**src/rtl/turn_scheduler.sv**
```systemverilog
// Round-robin turn sequencer for the chicken-race game: owns the active player,
// requests card flips, advances chickens on a match and detects the winner.
module turn_scheduler #(
  parameter int unsigned NUM_PLAYERS = 4,
  parameter int unsigned PLAYER_W    = 2,
  parameter int unsigned TRACK_LEN   = 24,
  parameter int unsigned POS_W       = 5,
  parameter int unsigned TIMEOUT_CYC = 1000
) (
  input  logic                   CLK,
  input  logic                   RST,
  input  logic                   start,
  input  logic [NUM_PLAYERS-1:0] key,
  input  logic                   flip_ack,
  input  logic                   flip_match,
  output logic                   flip_req,
  output logic [PLAYER_W-1:0]    turn_player,
  output logic [POS_W-1:0]       cur_pos,
  output logic                   move_pulse,
  output logic                   win,
  output logic [PLAYER_W-1:0]    winner,
  output logic                   busy
);

  localparam int unsigned TIMER_W = (TIMEOUT_CYC > 1) ? $clog2(TIMEOUT_CYC) : 1;
  localparam logic [TIMER_W-1:0]  TIMER_LAST  = TIMER_W'(TIMEOUT_CYC - 1);
  localparam logic [POS_W-1:0]    POS_LAST    = POS_W'(TRACK_LEN - 1);
  localparam logic [PLAYER_W-1:0] PLAYER_LAST = PLAYER_W'(NUM_PLAYERS - 1);

  typedef enum logic [2:0] {
    IDLE,
    WAIT_KEY,
    FLIP,
    WAIT_ACK,
    ADVANCE,
    NEXT,
    DONE
  } state_t;

  state_t              state;
  logic [TIMER_W-1:0]  timer;
  logic [POS_W-1:0]    pos [NUM_PLAYERS];
  logic [POS_W-1:0]    pos_cur;
  logic [PLAYER_W-1:0] next_player;

  assign pos_cur     = pos[turn_player];
  assign next_player = (turn_player == PLAYER_LAST) ? '0 : turn_player + 1'b1;

  // cur_pos is loaded alongside every change of pos or turn_player so it stays a pure register
  always_ff @(posedge CLK or posedge RST) begin
    if (RST) begin
      state       <= IDLE;
      timer       <= '0;
      turn_player <= '0;
      cur_pos     <= '0;
      flip_req    <= 1'b0;
      move_pulse  <= 1'b0;
      win         <= 1'b0;
      winner      <= '0;
      busy        <= 1'b0;
      for (int i = 0; i < NUM_PLAYERS; i++) pos[i] <= '0;
    end else begin
      flip_req   <= 1'b0;
      move_pulse <= 1'b0;
      case (state)
        IDLE: begin
          if (start) begin
            for (int i = 0; i < NUM_PLAYERS; i++) pos[i] <= '0;
            turn_player <= '0;
            cur_pos     <= '0;
            timer       <= '0;
            busy        <= 1'b1;
            state       <= WAIT_KEY;
          end
        end
        WAIT_KEY: begin
          // a key press on the final timeout cycle still takes the turn
          if (key[turn_player]) begin
            flip_req <= 1'b1;
            state    <= FLIP;
          end else if (timer == TIMER_LAST) begin
            state <= NEXT;
          end else begin
            timer <= timer + 1'b1;
          end
        end
        FLIP: state <= WAIT_ACK;
        WAIT_ACK: begin
          if (flip_ack) begin
            if (flip_match) begin
              move_pulse <= 1'b1;
              state      <= ADVANCE;
            end else begin
              state <= NEXT;
            end
          end
        end
        ADVANCE: begin
          if (pos_cur == POS_LAST) begin
            winner <= turn_player;
            win    <= 1'b1;
            busy   <= 1'b0;
            state  <= DONE;
          end else begin
            pos[turn_player] <= pos_cur + 1'b1;
            cur_pos          <= pos_cur + 1'b1;
            timer            <= '0;
            state            <= WAIT_KEY;
          end
        end
        NEXT: begin
          turn_player <= next_player;
          cur_pos     <= pos[next_player];
          timer       <= '0;
          state       <= WAIT_KEY;
        end
        DONE: begin
          if (!start) begin
            win   <= 1'b0;
            state <= IDLE;
          end
        end
        default: state <= IDLE;
      endcase
    end
  end

endmodule

```
**config.mk**
```make
export PLATFORM = sky130hd
export DESIGN_NAME = turn_scheduler
export DESIGN_NICKNAME = d
export VERILOG_FILES = /design/src/rtl/turn_scheduler.sv
export SDC_FILE = /design/constraint.sdc
export NUM_CORES = 1
export LEC_CHECK = 0
export ABC_AREA = 1
export ABC_CLOCK_PERIOD_IN_PS = 2400
export BUFFER_PORTS_ARGS = -buffer_cell sky130_fd_sc_hd__buf_4
export CORE_ASPECT_RATIO = 2
export CORE_MARGIN = 2
export CORE_UTILIZATION = 57
export CTS_CLUSTER_DIAMETER = 100
export CTS_CLUSTER_SIZE = 40
export DETAILED_ROUTE_END_ITERATION = 8
export GPL_TIMING_DRIVEN = 0
export PLACE_DENSITY = 0.86
export SETUP_SLACK_MARGIN = 0.02
export SYNTH_ARGS = -nofsm -noshare
export SYNTH_HDL_FRONTEND = slang
export SYNTH_SLANG_ARGS = --single-unit
```
**constraint.sdc**
```tcl
create_clock -name CLK -period 2.4 [get_ports CLK]
set_input_delay 0 -clock CLK [delete_from_list [all_inputs] [get_ports CLK]]
set_output_delay 0 -clock CLK [all_outputs]
set_load 0.02 [all_outputs]
```
# --- Word level (Yosys, flattened, before mapping) ---
# Cells that the tools add are included.
classes:
  add_sub_neg: 3
  n_mul: 0
  div: 0
  order_cmp: 4
  eq_ne: 17
  shift: 0
  muxes: 44
  n_bitwise: 2
  n_reduce_logical: 15
ops:
  columns: ["cell", "n"]
  rows:
  - ["$mux 10", 4]
  - ["$mux 20", 2]
  - ["$pmux 10 s4", 1]
  - ["$pmux 20 s2", 1]
  - ["$mux 5", 7]
  - ["$pmux 3 s7", 1]
  - ["$bmux 5 s2", 2]
  - ["$bwmux 20", 1]
  - ["$mux 3", 6]
  - ["$pmux 5 s3", 1]
  - ["$ne 2x2->1 const B", 7]
  - ["$reduce_and 3->1", 4]
  - ["$mux 1", 11]
  - ["$add 10x1->10 const B", 1]
  - ["$demux 5 s2", 1]
  - ["$eq 10x10->1 const B", 1]
  - ["$eq 3x3->1 const B", 3]
  - ["$eq 3x2->1 const B", 2]
  - ["$ge 3x3->1 const B", 2]
  - ["$not 2->3", 2]
  - ["$reduce_bool 2->1", 3]
  - ["$add 5x1->5 const B", 1]
  - ["$eq 5x5->1 const B", 1]
  - ["$reduce_and 5->1", 1]
  - ["16 further kinds", 19]
word_totals:
  register_bits: 46
  latchBits: 0
  ramBits: 0
  mem_bits_ro: 0
  input_bits: 9
  output_inout_bits: 13
  elab_cells: 98
  memories: 0

# --- Logic depth before layout (Yosys ltp) ---
logic_depth:
  ltp_word: 8
  depth_mapped: 16

# --- Worst setup path before layout ---
# No wires, ideal clock.
synth_timing:
  path_type: "flip-flop to flip-flop"
  startpoint: "register turn_player[0]"
  endpoint: "register timer[7]"
  arrival_time_ns: 1.913
  t_required_ns: 2.283
  path_slack_ns: 0.370
  stages_incl_launch_ff: 16
  n_path_buf: 3
  period_less_slack_ns: 2.030
  cell_sequence: "dfrtp_1 > buf_6 > inv_4 > buf_6 > nand2_1 > nand3_1 > nand2_1 > ha_1 > inv_1 > nor2_4 > nand3_4 > buf_6 > nand2_1 > inv_2 > nand3_2 > nand2_1"
synth_via:
  elab_chain_cells: 7
  elab_cells_between_ends: 10
synth_lines:
  columns: ["element", "line_no", "rtl"]
  rows:
  - ["start, declared", "17", "output logic [PLAYER_W-1:0] turn_player,"]
  - ["start signal, assigned", "112", "turn_player <= next_player;"]
  - ["$not 2->3 (not written as such)", "46", "assign pos_cur = pos[turn_player];"]
  - ["$bmux 5 s2", "46", null]
  - ["$mux 5 (not written as such) (2 in series)", "46", null]
  - ["$eq 5x5->1", "99", "if (pos_cur == POS_LAST) begin"]
  - ["$ne 2x2->1 (no line)", null, null]
  - ["$reduce_and 5->1 (no line) *", null, null]
  - ["end signal, assigned", "84", "timer <= timer + 1'b1;"]
  - ["end, declared", "41", "logic [TIMER_W-1:0] timer;"]
# Mark *: on every way between the ends. The rest lies on a longest branch, timed or not. The select of a mux whose other input is x is not followed.
# A chain may end at the register's enable or synchronous reset.

# --- Worst setup path after layout ---
layout_timing:
  startpoint: "register turn_player[0]"
  endpoint: "register state[0]"
layout_via:
  elab_chain_cells: 7
  elab_cells_between_ends: 12
layout_lines:
  columns: ["element", "line_no", "rtl"]
  rows:
  - ["$not 2->3 (not written as such)", "46", null]
  - ["$bmux 5 s2", "46", null]
  - ["$mux 5 (not written as such) (2 in series)", "46", null]
  - ["$eq 5x5->1", "99", null]
  - ["$mux 3", "99", null]
  - ["$pmux 3 s7", "65", "case (state)"]
  - ["end signal, assigned", "52", "state <= IDLE;"]
  - ["end signal, assigned", "73", "state <= WAIT_KEY;"]
  - ["end signal, assigned", "103", "state <= DONE;"]
  - ["end, declared", "40", "state_t state;"]
# Parallel ways exist; a longest one is shown, timed or not. The select of a mux whose other input is x is not followed.

==> flow_summary.toml <==
[setup_path]
crit_required_ps = 2610
crit_arrival_ps = 2390
critPathMaxFanout = 10
critPathLaunchType = "register"
max_stage_delay_ps = 440
criticalPathCategory = "reg -> reg"
worst_path_most_repeated_cell = "nand2_1"
cpMaxStageDelayCell = "dfrtp_2"
worst_setup_path_end_kind = "register"
cp_cell_sequence = "buf_6 -> inv_4 -> buf_6 -> nand2_1 -> nand2_1 -> nand2_1 -> nand2_1 -> ha_1 -> inv_1 -> nor2_4 -> nand3_4 -> buf_6 -> nand2_1 -> nand2_1 -> nand2_1 -> nand2_1"
rrSetupSlack_ps = 220
critPathTopFamily = "simple AND/OR/NAND/NOR gates"
critPathBufInv = 5
worstRegToRegCells = 16
worstReg2RegEnd = "state[0]"
reg2reg_from = "turn_player[0]"

[logic_synthesis]
synth_fp_nets = 425
netlist_instances = 410
synth-seq-cells = 46
synth_area_um2 = 2890
async_flop_share_pct = 100
synth_top_area_cell = "dfrtp_1"
ys_dominant_reg_cell = "dfrtp_1"
yosys.area.top_type_share_pct = 39.9
ys_warn_count = 0
synth_area_leaders = "dfrtp_1 40%, nand2_1 23%, nand3_1 8.3%"
synth_enable_flop_cells = 0
yosysSeqAreaShare_pct = 39.9
yosysMostFrequentCell = "nand2_1"
syn_area_per_cell_um2 = 7.04
netlist-cell-type-count = 31
synthTopCellsByCount = "174 x nand2_1, 48 x nand3_1, 46 x dfrtp_1"

[global_route]
grt_max_degree = 32
grt_pass1_vias = 2697
grt_pass1_wl_mm = 12.5
gr-total-overflow = 0
antenna_found_initial = 0
grt_usage_pct = 30.2

[cells_and_area]
seq_area_um2 = 1150
fin_nets = 460
area_delta_synth_final_pct = 13.9
post-route-util_pct = 67.6
multi_input_area_um2 = 1480
fin_cells = 503
drive_above_1_share_pct = 17.0
fillers = 427
antennaDiodeCount = 0

[placement]
pre_cts_slack_ps = 168
gp_congestion = 0.936
portBuffers = 21
dpl.hpwl_mm = 5.55
placed_cells = 489

[clock_network]
clkSinkCount = 46
cts_max_level = 2
cts_tree = "yes"
cts-root-buf = "clkbuf_8"
clk_path_buf_depth = 2
clkTransAtPathRegs_ps = 90
cts_buffers = 5
clock_latency_ps = 310

[power]
power.switching_mw = 1.50
leakage_nw = 1.74
p_per_area_nw_per_um2 = 961
p_int_mw = 1.66
power_frac_seq_pct = 31.3
combPwrFrac_pct = 52.7
irDropWorstVdd_mv = 0.898
clkPwrFrac_pct = 16.0
swShare_pct = 47.4

[flow_run]
maxCapViolCount = 0

[detailed_routing]
first_pass_iters = 4
wl_per_cell_um = 14.8
drt_iter0_markers = 100
drc = 0
via_per_inst = 5.37
totalWireLength_mm = 7.44
dr_total_vias = 2700
antenna_left = 0

[hold_path]
hp-class = "in -> reg"
whs_path_depth = 6
min_to = "timer[1]"
min-delay-start = "key[2]"

[sta]
min_period_ps = 2180
setup_ws_ps = 219
final.setup.tns_ps = 0
rsz0062_at_grt = "false"
fmax_mhz = 459
fin_skew_ps = 8.78
period_share_pct = 90.9
finalHoldViolations = 0
slew_headroom_pct = 74.3
slew_viol_final = 0
worst_slew_pin_slew_ps = 384
setup_viol = 0

[floorplanning]
start_util_pct = 59.4
num_rows = 36
dieArea_um2 = 5690
coreArea_um2 = 4860
die_h_um = 105
top_level_ports = 22
fp.dieW_um = 54.3

[status]
status = "completed"
worst min-delay path: stages:
cell and delay (ps):
buf_4 80, nand2_1 40, nand3_1 120, a21oi_4 100
nand3_1 70, nand2_1 50
power by group through the flow:
stage                     sequential (mW)  clock [mW]  combinational (mW)
after floorplan                      1.06           0                1.13
after global placement               1.00           0                1.58
after detailed placement             1.00           0                1.61
after CTS                           0.989       0.514                1.62
after global routing                 1.00       0.547                1.86
final                               0.989       0.507                1.67
layout make-up:
type                            count  area share [%]
Multi-Input combinational cell    308            44.9
Timing Repair Buffer               28            7.07
Inverter                           46            5.33
Clock buffer                        5            2.09
Clock inverter                      3           0.761
Buffer                             10            2.66
Sequential cell                    46            35.0
Tap cell                           57            2.17
stage by stage:
| stage | total power, mW | hold WS, ps | area, µm² |
|---|---|---|---|
| floorplan | 2.19 | 154 | 2890 |
| global placement | 2.58 | 252 | 3120 |
| detailed placement | 2.61 | -3.35 | 3140 |
| CTS | 3.13 | 167 | 3270 |
| global route | 3.41 | 221 | 3290 |
| finish | 3.16 | 186 | 3290 |
sequential cells by signal, summed over array words and instances, names as in the netlist:
signal / flops
cur_pos: 5
turn_player: 2
timer: 10
pos: 20
winner: 2
flip_req: 1
busy: 1
move_pulse: 1
state: 3
win: 1
worst max-delay path by stage:
stage	slack, ps	from	endpoint	cells past startpoint
floorplan	370	turn_player[0]	timer[7]	15
CTS	130	turn_player[0]	cur_pos[1]	10
global placement	190	turn_player[0]	cur_pos[1]	10
finish	220	turn_player[0]	state[0]	16
global route	20	turn_player[1]	timer[7]	14
detailed placement	170	turn_player[0]	cur_pos[1]	10
routing by layer:
| layer | global-route usage (%) | share of wire (%) | routed length (µm) |
|---|---|---|---|
| met1 | 32.7 | 36 | 2670 |
| met2 | 49.3 | 53 | 3920 |
| met3 | 4.71 | 3.3 | 243 |
| met4 | 22.3 | 8.1 | 602 |
| met5 | 0 | 0 | 0 |
layout by cell type, fill, tap and decap left out, types with 2 or more instances in the layout:
| cell | n |
|---|---|
| o22ai_1 | 2 |
| dlygate4sd3_1 | 4 |
| inv_1 | 38 |
| nand2_1 | 173 |
| nand3_1 | 48 |
| o21ai_2 | 3 |
| dfrtp_1 | 45 |
| nand3_4 | 2 |
| ha_1 | 6 |
| xnor2_1 | 3 |
| nor2_4 | 3 |
| nor2_2 | 8 |
| nand2_2 | 4 |
| nor2_1 | 17 |
| o21ai_1 | 6 |
| clkbuf_8 | 5 |
| nor3_1 | 2 |
| buf_4 | 26 |
| o21ai_0 | 12 |
| nand4_1 | 2 |
| a21oi_1 | 8 |
| inv_2 | 7 |
| nand3_2 | 3 |
| buf_6 | 5 |
cells by family after synthesis:
logic type / Yosys count / share of synthesized area (%)
fa+ha+maj: 6 / 2.60
compound gates: 32 / 6.41
xor+xnor: 4 / 1.21
buf+inv: 56 / 9.10
flops: 46 / 39.9
simple gates: 266 / 40.8
what timing repair did:
action	CTS	global route
hold buffers	4	0
resized for setup	0	3
hold endpoints to repair	50	0
setup buffers	0	2
setup endpoints to repair	0	22
(Power assumes the default switching activity.)
